`src/rtl/melody_sequencer.sv`:
```
// Sound-effect sequencer: plays a fixed ROM of {note, duration} steps per effect.
// Latency: outputs change on the edge that samples trigger/stop; all outputs registered.
// No backpressure: trigger restarts at any time, stop aborts at any time (stop wins).
module melody_sequencer #(
  parameter int TICK_CLKS = 250000
) (
  input  logic       clk,
  input  logic       rst_n,
  input  logic       trigger,
  input  logic [1:0] sfx_sel,
  input  logic       stop,
  output logic [3:0] note,
  output logic       note_en,
  output logic       busy,
  output logic       done
);

  localparam int TW = (TICK_CLKS > 1) ? $clog2(TICK_CLKS) : 1;
  localparam logic [TW-1:0] TICK_LAST = TW'(TICK_CLKS - 1);

  typedef enum logic [1:0] {IDLE, PLAY, GAP} state_t;

  state_t          state;
  logic [1:0]      sfx;
  logic [1:0]      step_idx;
  logic [TW-1:0]   tick_cnt;
  logic [3:0]      dur_cnt;

  // Step ROM: {note code, duration in ticks}; code 0 is a rest.
  function automatic logic [7:0] step_rom(input logic [1:0] sel, input logic [1:0] idx);
    logic [7:0] s;
    case ({sel, idx})
      4'b00_00: s = 8'h83;  // DROP  G5 3
      4'b00_01: s = 8'h13;  // DROP  C6 3
      4'b01_00: s = 8'h14;  // WIN   C6 4
      4'b01_01: s = 8'h34;  // WIN   E6 4
      4'b01_10: s = 8'h54;  // WIN   G6 4
      4'b01_11: s = 8'h7C;  // WIN   C7 12
      4'b10_00: s = 8'h86;  // LOSE  G5 6
      4'b10_01: s = 8'h96;  // LOSE  F4 6
      4'b10_10: s = 8'hAF;  // LOSE  B3 15
      4'b11_00: s = 8'hA4;  // ERROR B3 4
      4'b11_01: s = 8'h02;  // ERROR rest 2
      4'b11_10: s = 8'hA4;  // ERROR B3 4
      default:  s = 8'h00;
    endcase
    return s;
  endfunction

  // Index of the final step of each effect.
  function automatic logic [1:0] last_idx(input logic [1:0] sel);
    logic [1:0] l;
    case (sel)
      2'd0:    l = 2'd1;
      2'd1:    l = 2'd3;
      default: l = 2'd2;
    endcase
    return l;
  endfunction

  logic [7:0] cur_step;
  logic [7:0] nxt_step;
  logic [7:0] trig_step;
  logic       tick_wrap;
  logic       play_end;
  logic       last_step;

  assign cur_step  = step_rom(sfx, step_idx);
  assign nxt_step  = step_rom(sfx, step_idx + 2'd1);
  assign trig_step = step_rom(sfx_sel, 2'd0);
  assign tick_wrap = (tick_cnt == TICK_LAST);
  assign play_end  = tick_wrap && (dur_cnt == cur_step[3:0] - 4'd1);
  assign last_step = (step_idx == last_idx(sfx));

  // Sequencer FSM with registered outputs; counters clear on every state entry.
  always_ff @(posedge clk or negedge rst_n) begin
    if (!rst_n) begin
      state    <= IDLE;
      sfx      <= 2'd0;
      step_idx <= 2'd0;
      tick_cnt <= '0;
      dur_cnt  <= 4'd0;
      note     <= 4'd0;
      note_en  <= 1'b0;
      busy     <= 1'b0;
      done     <= 1'b0;
    end else begin
      done <= 1'b0;
      if (stop) begin
        state    <= IDLE;
        step_idx <= 2'd0;
        tick_cnt <= '0;
        dur_cnt  <= 4'd0;
        note     <= 4'd0;
        note_en  <= 1'b0;
        busy     <= 1'b0;
      end else if (trigger) begin
        // Restart from step 0 regardless of current state; no done for the old effect.
        state    <= PLAY;
        sfx      <= sfx_sel;
        step_idx <= 2'd0;
        tick_cnt <= '0;
        dur_cnt  <= 4'd0;
        note     <= trig_step[7:4];
        note_en  <= (trig_step[7:4] != 4'd0);
        busy     <= 1'b1;
      end else begin
        case (state)
          PLAY: begin
            if (play_end) begin
              tick_cnt <= '0;
              dur_cnt  <= 4'd0;
              note     <= 4'd0;
              note_en  <= 1'b0;
              if (last_step) begin
                state    <= IDLE;
                step_idx <= 2'd0;
                busy     <= 1'b0;
                done     <= 1'b1;
              end else begin
                state <= GAP;
              end
            end else if (tick_wrap) begin
              tick_cnt <= '0;
              dur_cnt  <= dur_cnt + 4'd1;
            end else begin
              tick_cnt <= tick_cnt + 1'b1;
            end
          end
          GAP: begin
            if (tick_wrap) begin
              state    <= PLAY;
              step_idx <= step_idx + 2'd1;
              tick_cnt <= '0;
              dur_cnt  <= 4'd0;
              note     <= nxt_step[7:4];
              note_en  <= (nxt_step[7:4] != 4'd0);
            end else begin
              tick_cnt <= tick_cnt + 1'b1;
            end
          end
          default: begin
            tick_cnt <= '0;
            dur_cnt  <= 4'd0;
          end
        endcase
      end
    end
  end

endmodule
```
`config.mk`:
```
export PLATFORM = sky130hd
export DESIGN_NAME = melody_sequencer
export DESIGN_NICKNAME = d
export VERILOG_FILES = /design/src/rtl/melody_sequencer.sv
export SDC_FILE = /design/constraint.sdc
export NUM_CORES = 1
export LEC_CHECK = 0
export ABC_CLOCK_PERIOD_IN_PS = 2900
export BUFFER_PORTS_ARGS = -buffer_cell sky130_fd_sc_hd__buf_2
export CAP_MARGIN = 25
export CORE_ASPECT_RATIO = 1.4
export CORE_UTILIZATION = 53
export DETAILED_ROUTE_END_ITERATION = 8
export PLACE_DENSITY = 0.73
export SYNTH_ARGS = -nofsm -noshare
export SYNTH_HDL_FRONTEND = slang
export SYNTH_SLANG_ARGS = --single-unit
```
`constraint.sdc`:
```
create_clock -name clk -period 2.9 [get_ports clk]
set_clock_uncertainty 0.2 [all_clocks]
set_input_delay 0.29 -clock clk [delete_from_list [all_inputs] [get_ports clk]]
set_output_delay 0.29 -clock clk [all_outputs]
set_load 0.005 [all_outputs]
```
; After elaboration in Yosys (flattened, before gate mapping)
; Memory sizes are Yosys's and may differ from the RTL's.
; Cells that the tools add are included.
[classes]
n_reduce_logical = 14
n_eq_ne = 13
n_addsub = 4
n_mux = 45
n_bitwise = 1
[op_table]
columns = op, n
row1 = $mux 18, 4
row2 = $mux 4, 9
row3 = $pmux 18 s2, 1
row4 = $pmux 8 s4, 1
row5 = $mux 2, 10
row6 = $add 18x1->18 const B, 1
row7 = $eq 18x18->1 const B, 1
row8 = $pmux 4 s2, 2
row9 = $mux 1, 14
row10 = $ne 4x4->1 const B, 3
row11 = $pmux 2 s2, 3
row12 = $reduce_bool 4->1, 3
row13 = $reduce_bool 3->1, 3
row14 = $eq 2x1->1 const B, 3
row15 = $eq 2x2->1 const B, 3
row16 = $reduce_and 3->1, 2
row17 = $ne 5x5->1 const B, 1
row18 = $add 4x1->4 const B, 1
row19 = $eq 4x4->1, 1
row20 = $logic_not 2->1, 2
row21 = $reduce_and 2->1, 2
row22 = $reduce_and 4->1, 1
row23 = $sub 4x1->4 const B, 1
row24 = $add 2x1->2 const B, 1
row25 = other kinds (4), 4
[totals]
romBits = 256
output_inout_bits = 7
n_memories = 2
input_bits = 6
reg_bits = 35
[mem_list]
columns = name, depth, width, read_ports, rd_ports_with_merged_regs, wr, line
row1 = (name not given), 16, 8, 1, 0, 0, 32  ; case ({sel, idx})
row2 = (name not given), 16, 8, 1, 0, 0, 32

; Depth between registers and ports, before layout
[logic_depth]
depth_word = 8
ltp_mapped = 12
depth_no_buf = 11

; Worst setup path before layout
; Ideal clock, no wire load.
[synth_timing]
path_type = flip-flop to flip-flop
startpoint = register step_idx[0]
endpoint = register step_idx[1]
path_slack_ns = 0.080
arrival_ns = 2.492
path_buffers = 0
synth_period_minus_slack_ns = 2.820
stages_incl_launch_ff = 12
path_cell_list = dfrtp_1 > inv_1 > ha_1 > nand2b_1 > and3_1 > inv_1 > ha_1 > xnor2_1 > nor3_1 > nand4_2 > o31ai_4 > mux2_1
[synth_via]
elab_chain_cells = 6
word_cells_on_any_way = 13
[synth_rtl]
columns = item, line
row1 = from (decl), 25  ; logic [1:0] step_idx;
row2 = from (signal assigned), 133  ; step_idx <= step_idx + 2'd1;
row3 = $mem_v2 16x8, n/a
row4 = $sub 4x1->4, 72  ; assign play_end = tick_wrap && (dur_cnt == cur_step[3:0] - 4'd1);
row5 = $eq 4x4->1, 72
row6 = $logic_and 1x1->1, 72
row7 = $ne 4x4->1 (no line), n/a
row8 = $reduce_and 4->1 (no line), n/a
; Parallel ways exist; a longest one is shown, timed or not. The select of a mux whose other input is x is not followed.
; A chain may end at the register's enable or synchronous reset.

; Worst setup path in the final report
; Same ends and word-level chain as after synthesis.

==> results.cfg <==
[status]
outcome = finished, final reports clean

[critical_path]
regToRegSetupSlack_ns = 0.16
crit_family = simple AND/OR/NAND/NOR gates
critical_path_required_ns = 2.87
path_cells = inv_1, ha_1, nand2b_1, and3_1, inv_1, ha_1, xnor2_2, xnor2_2, nand4_2, o31ai_4, mux2_1
cp_max_fo = 4
crit_path_top_delay_cell = dfrtp_1
setup.worst_path.start_class = flip-flop
crit_arrival_ns = 2.72
critPathBufInv = 2
max_stage_delay_ns = 0.38
worstSetupPathType = flip-flop to flip-flop
end_kind = flip-flop

[detailed_routing]
vias_per_cell = 5.84
drtIter0Drc = 94
firstDrtPassIters = 4
totalWireLength_mm = 5.13
drt.antenna.violating_nets = 0
drc = 0
drt-wirelength-per-cell_microns = 15.5
vias = 1933

[grt]
grt_pass1_wl_mm = 8.57
grt_max_degree = 36
grt_use_total_pct = 24.1
antenna_found_initial = 0
grt.overflow.total = 0
first_global_vias = 1869

[sta]
maxSlewHeadroom_pct = 47.6
setup_tns_ns = 0
setup_viol_count_final = 0
fmax_mhz = 364
min_period_ns = 2.74
rsz0062_at_grt = no
period_share_pct = 94.6
layout_setup_ws_ns = 0.156
tightestPinTransition_ns = 0.786
drv_slew = 0
hold_viol_final = 0

[placement]
place_congestion = 0.891
port_buffers = 12
placed_area_sq_um = 2500
placed_cells = 321
preCtsSetupSlack_ns = 0.0935
dpl.hpwl_mm = 3.81

[clocking]
ctsRootBufferMaster = clkbuf_8
clockBufferDepth = 2
clk_latency_ns = 0.29
cts_buffers = 5
cts_htree_levels = 2
cts_sinks = 35
path_clk_slew_ns = 0.07
cts_tree = yes

[cells_and_area]
syn_to_final_growth_pct = 11.1
stdcell_count = 331
finalInstanceArea_sq_um = 2630
finalNetCount = 287
drive_gt1_share_pct = 18.5
diodes = 0

[power_and_ir_drop]
p_total_w = 0.00106
p_leak_nw = 1.10
ir_drop_mv = 0.302
p_per_area_nw_per_um2 = 404

[yosys]
syn_inst = 252
netlist_top_cells_count = dfrtp_1, nor2_1, nand2_1
synth_cell_types = 61
yosys.cell_count.top_type = dfrtp_1
synth-seq-cells = 35
yosys.area.top_type = dfrtp_1
yosysSeqAreaShare_pct = 37.0
async_flop_share_pct = 100
ys_warn_count = 0
synth_area_leaders = dfrtp_1, ha_1, xnor2_1
syn_nets = 269
synth_top_area_share_pct = 37.0
syn_area_sq_um = 2360
synth_edf_count = 0
synthFlopType = dfrtp_1
avgSynthCellArea_sq_um = 9.38

[floorplan]
coreArea_sq_um = 4240
ios = 13
start_util_pct = 55.8
num_rows = 28
die_y_microns = 81.0
die_x_microns = 58.5
design.die.area_sq_um = 4740

[flow_run]
cap_violations = 0

[hold_path]
min_path_type = primary input to flip-flop
## cells by family (layout without fill, tap and decap cells)
| family | count (synthesis) | in the layout | synth area share (%) |
|---|---|---|---|
| XOR/XNOR | 20 | 20 | 7.41 |
| multiplexers | 7 | 7 | 3.33 |
| flip-flops | 35 | 35 | 37.0 |
| adder cells (fa/ha/maj) | 11 | 11 | 5.82 |
| AND/OR/NAND/NOR | 113 | 113 | 26.8 |
| buffers and inverters | 26 | 45 | 4.92 |
| AO/OA/AOI/OAI | 40 | 40 | 14.7 |
## sequential cells by signal, summed over array words and instances, names as in the netlist
name      flops
busy          1
done          1
dur_cnt       4
note          4
note_en       1
sfx           2
state         2
step_idx      2
tick_cnt     18
## cell type report
cell class / instances / area (sq um)
Timing Repair Buffer: 22 / 138
Clock inverter: 1 / 5.00
Fill cell: 355 / 1610
Sequential cell: 35 / 876
Tap cell: 60 / 75.1
Multi-Input combinational cell: 191 / 1400
Inverter: 15 / 56.3
Clock buffer: 7 / 76.3
## what timing repair did
| item | 4_1_cts | 5_1_grt |
|---|---|---|
| resized for setup | 0 | 4 |
| buffers inserted | 0 | 1 |
| endpoints found under the setup margin | 0 | 6 |
| endpoints found under the hold margin | 35 | 0 |
| hold buffers | 1 | 0 |
## stage by stage
stage | util [%] | hold WS (ns)
6_report | 62.0 | 0.0523
5_1_grt | 62.0 | 0.0742
4_1_cts | 61.1 | 0.0460
3_5_place_dp | 59.0 | 0.219
3_3_place_gp | 59.0 | 0.213
2_1_floorplan | - | -0.206
## power breakdown
part	total, W	internal [W]	leakage [nW]	switching [W]
sequential	0.000516	0.000500	0.479	0.0000158
combinational	0.000206	0.0000843	0.584	0.000121
clock	0.000340	0.000169	0.0422	0.000172
total	0.00106	0.000753	1.10	0.000309
## final timing paths
| kind | start | endpoint | cells past startpoint |
|---|---|---|---|
| setup / recovery | step_idx[0]$_DFFE_PN0P_ | step_idx[1]$_DFFE_PN0P_ | 11 |
| hold / removal | sfx_sel[0] | sfx[0]$_DFFE_PN0P_ | 3 |
| setup reg to reg | step_idx[0]$_DFFE_PN0P_ | step_idx[1]$_DFFE_PN0P_ | 11 |
| hold reg to reg | tick_cnt[0]$_DFF_PN0_ | tick_cnt[0]$_DFF_PN0_ | 1 |
| max in group asynchronous | rst_n | tick_cnt[1]$_DFF_PN0_ | 2 |
| min in group asynchronous | rst_n | note[2]$_DFFE_PN0P_ | 2 |
## per-layer routing
metal / vias up / track usage [%] / part of all wire (%)
met5: - / 0 / 0
met4: 0 / 10.0 / 2.0
met3: 12 / 4.62 / 4.1
met2: 50 / 44.8 / 54
met1: 943 / 26.3 / 40
li1: 928 / - / -
## worst register-to-register path, delay by kind of cell (launching register included)
| kind | cells | cell delay (ns) |
|---|---|---|
| buffers and inverters | 2 | 0.11 |
| AND/OR/NAND/NOR | 3 | 0.52 |
| flip-flops | 1 | 0.38 |
| adder cells (fa/ha/maj) | 2 | 0.40 |
| multiplexers | 1 | 0.34 |
| XOR/XNOR | 2 | 0.39 |
| AO/OA/AOI/OAI | 1 | 0.29 |
## cells in the final DEF, fill, tap and decap left out, types with 3 or more instances in the layout
cell and n:
nor2_1 33, nor3_2 3, nor3_1 4, and2_1 4, nor3b_1 3, buf_4 9, dfrtp_1 35, clkbuf_8 5
nand2_1 17, ha_1 11, a211oi_1 3, xnor2_2 3, nand2b_1 4, nand4_1 4, buf_2 12, nand3_1 12
xnor2_1 12, mux2i_1 3, and4_1 3, xor2_1 5, inv_1 13, and3_1 7, o21ai_0 6, a31oi_1 10
(Power assumes the default switching activity.)
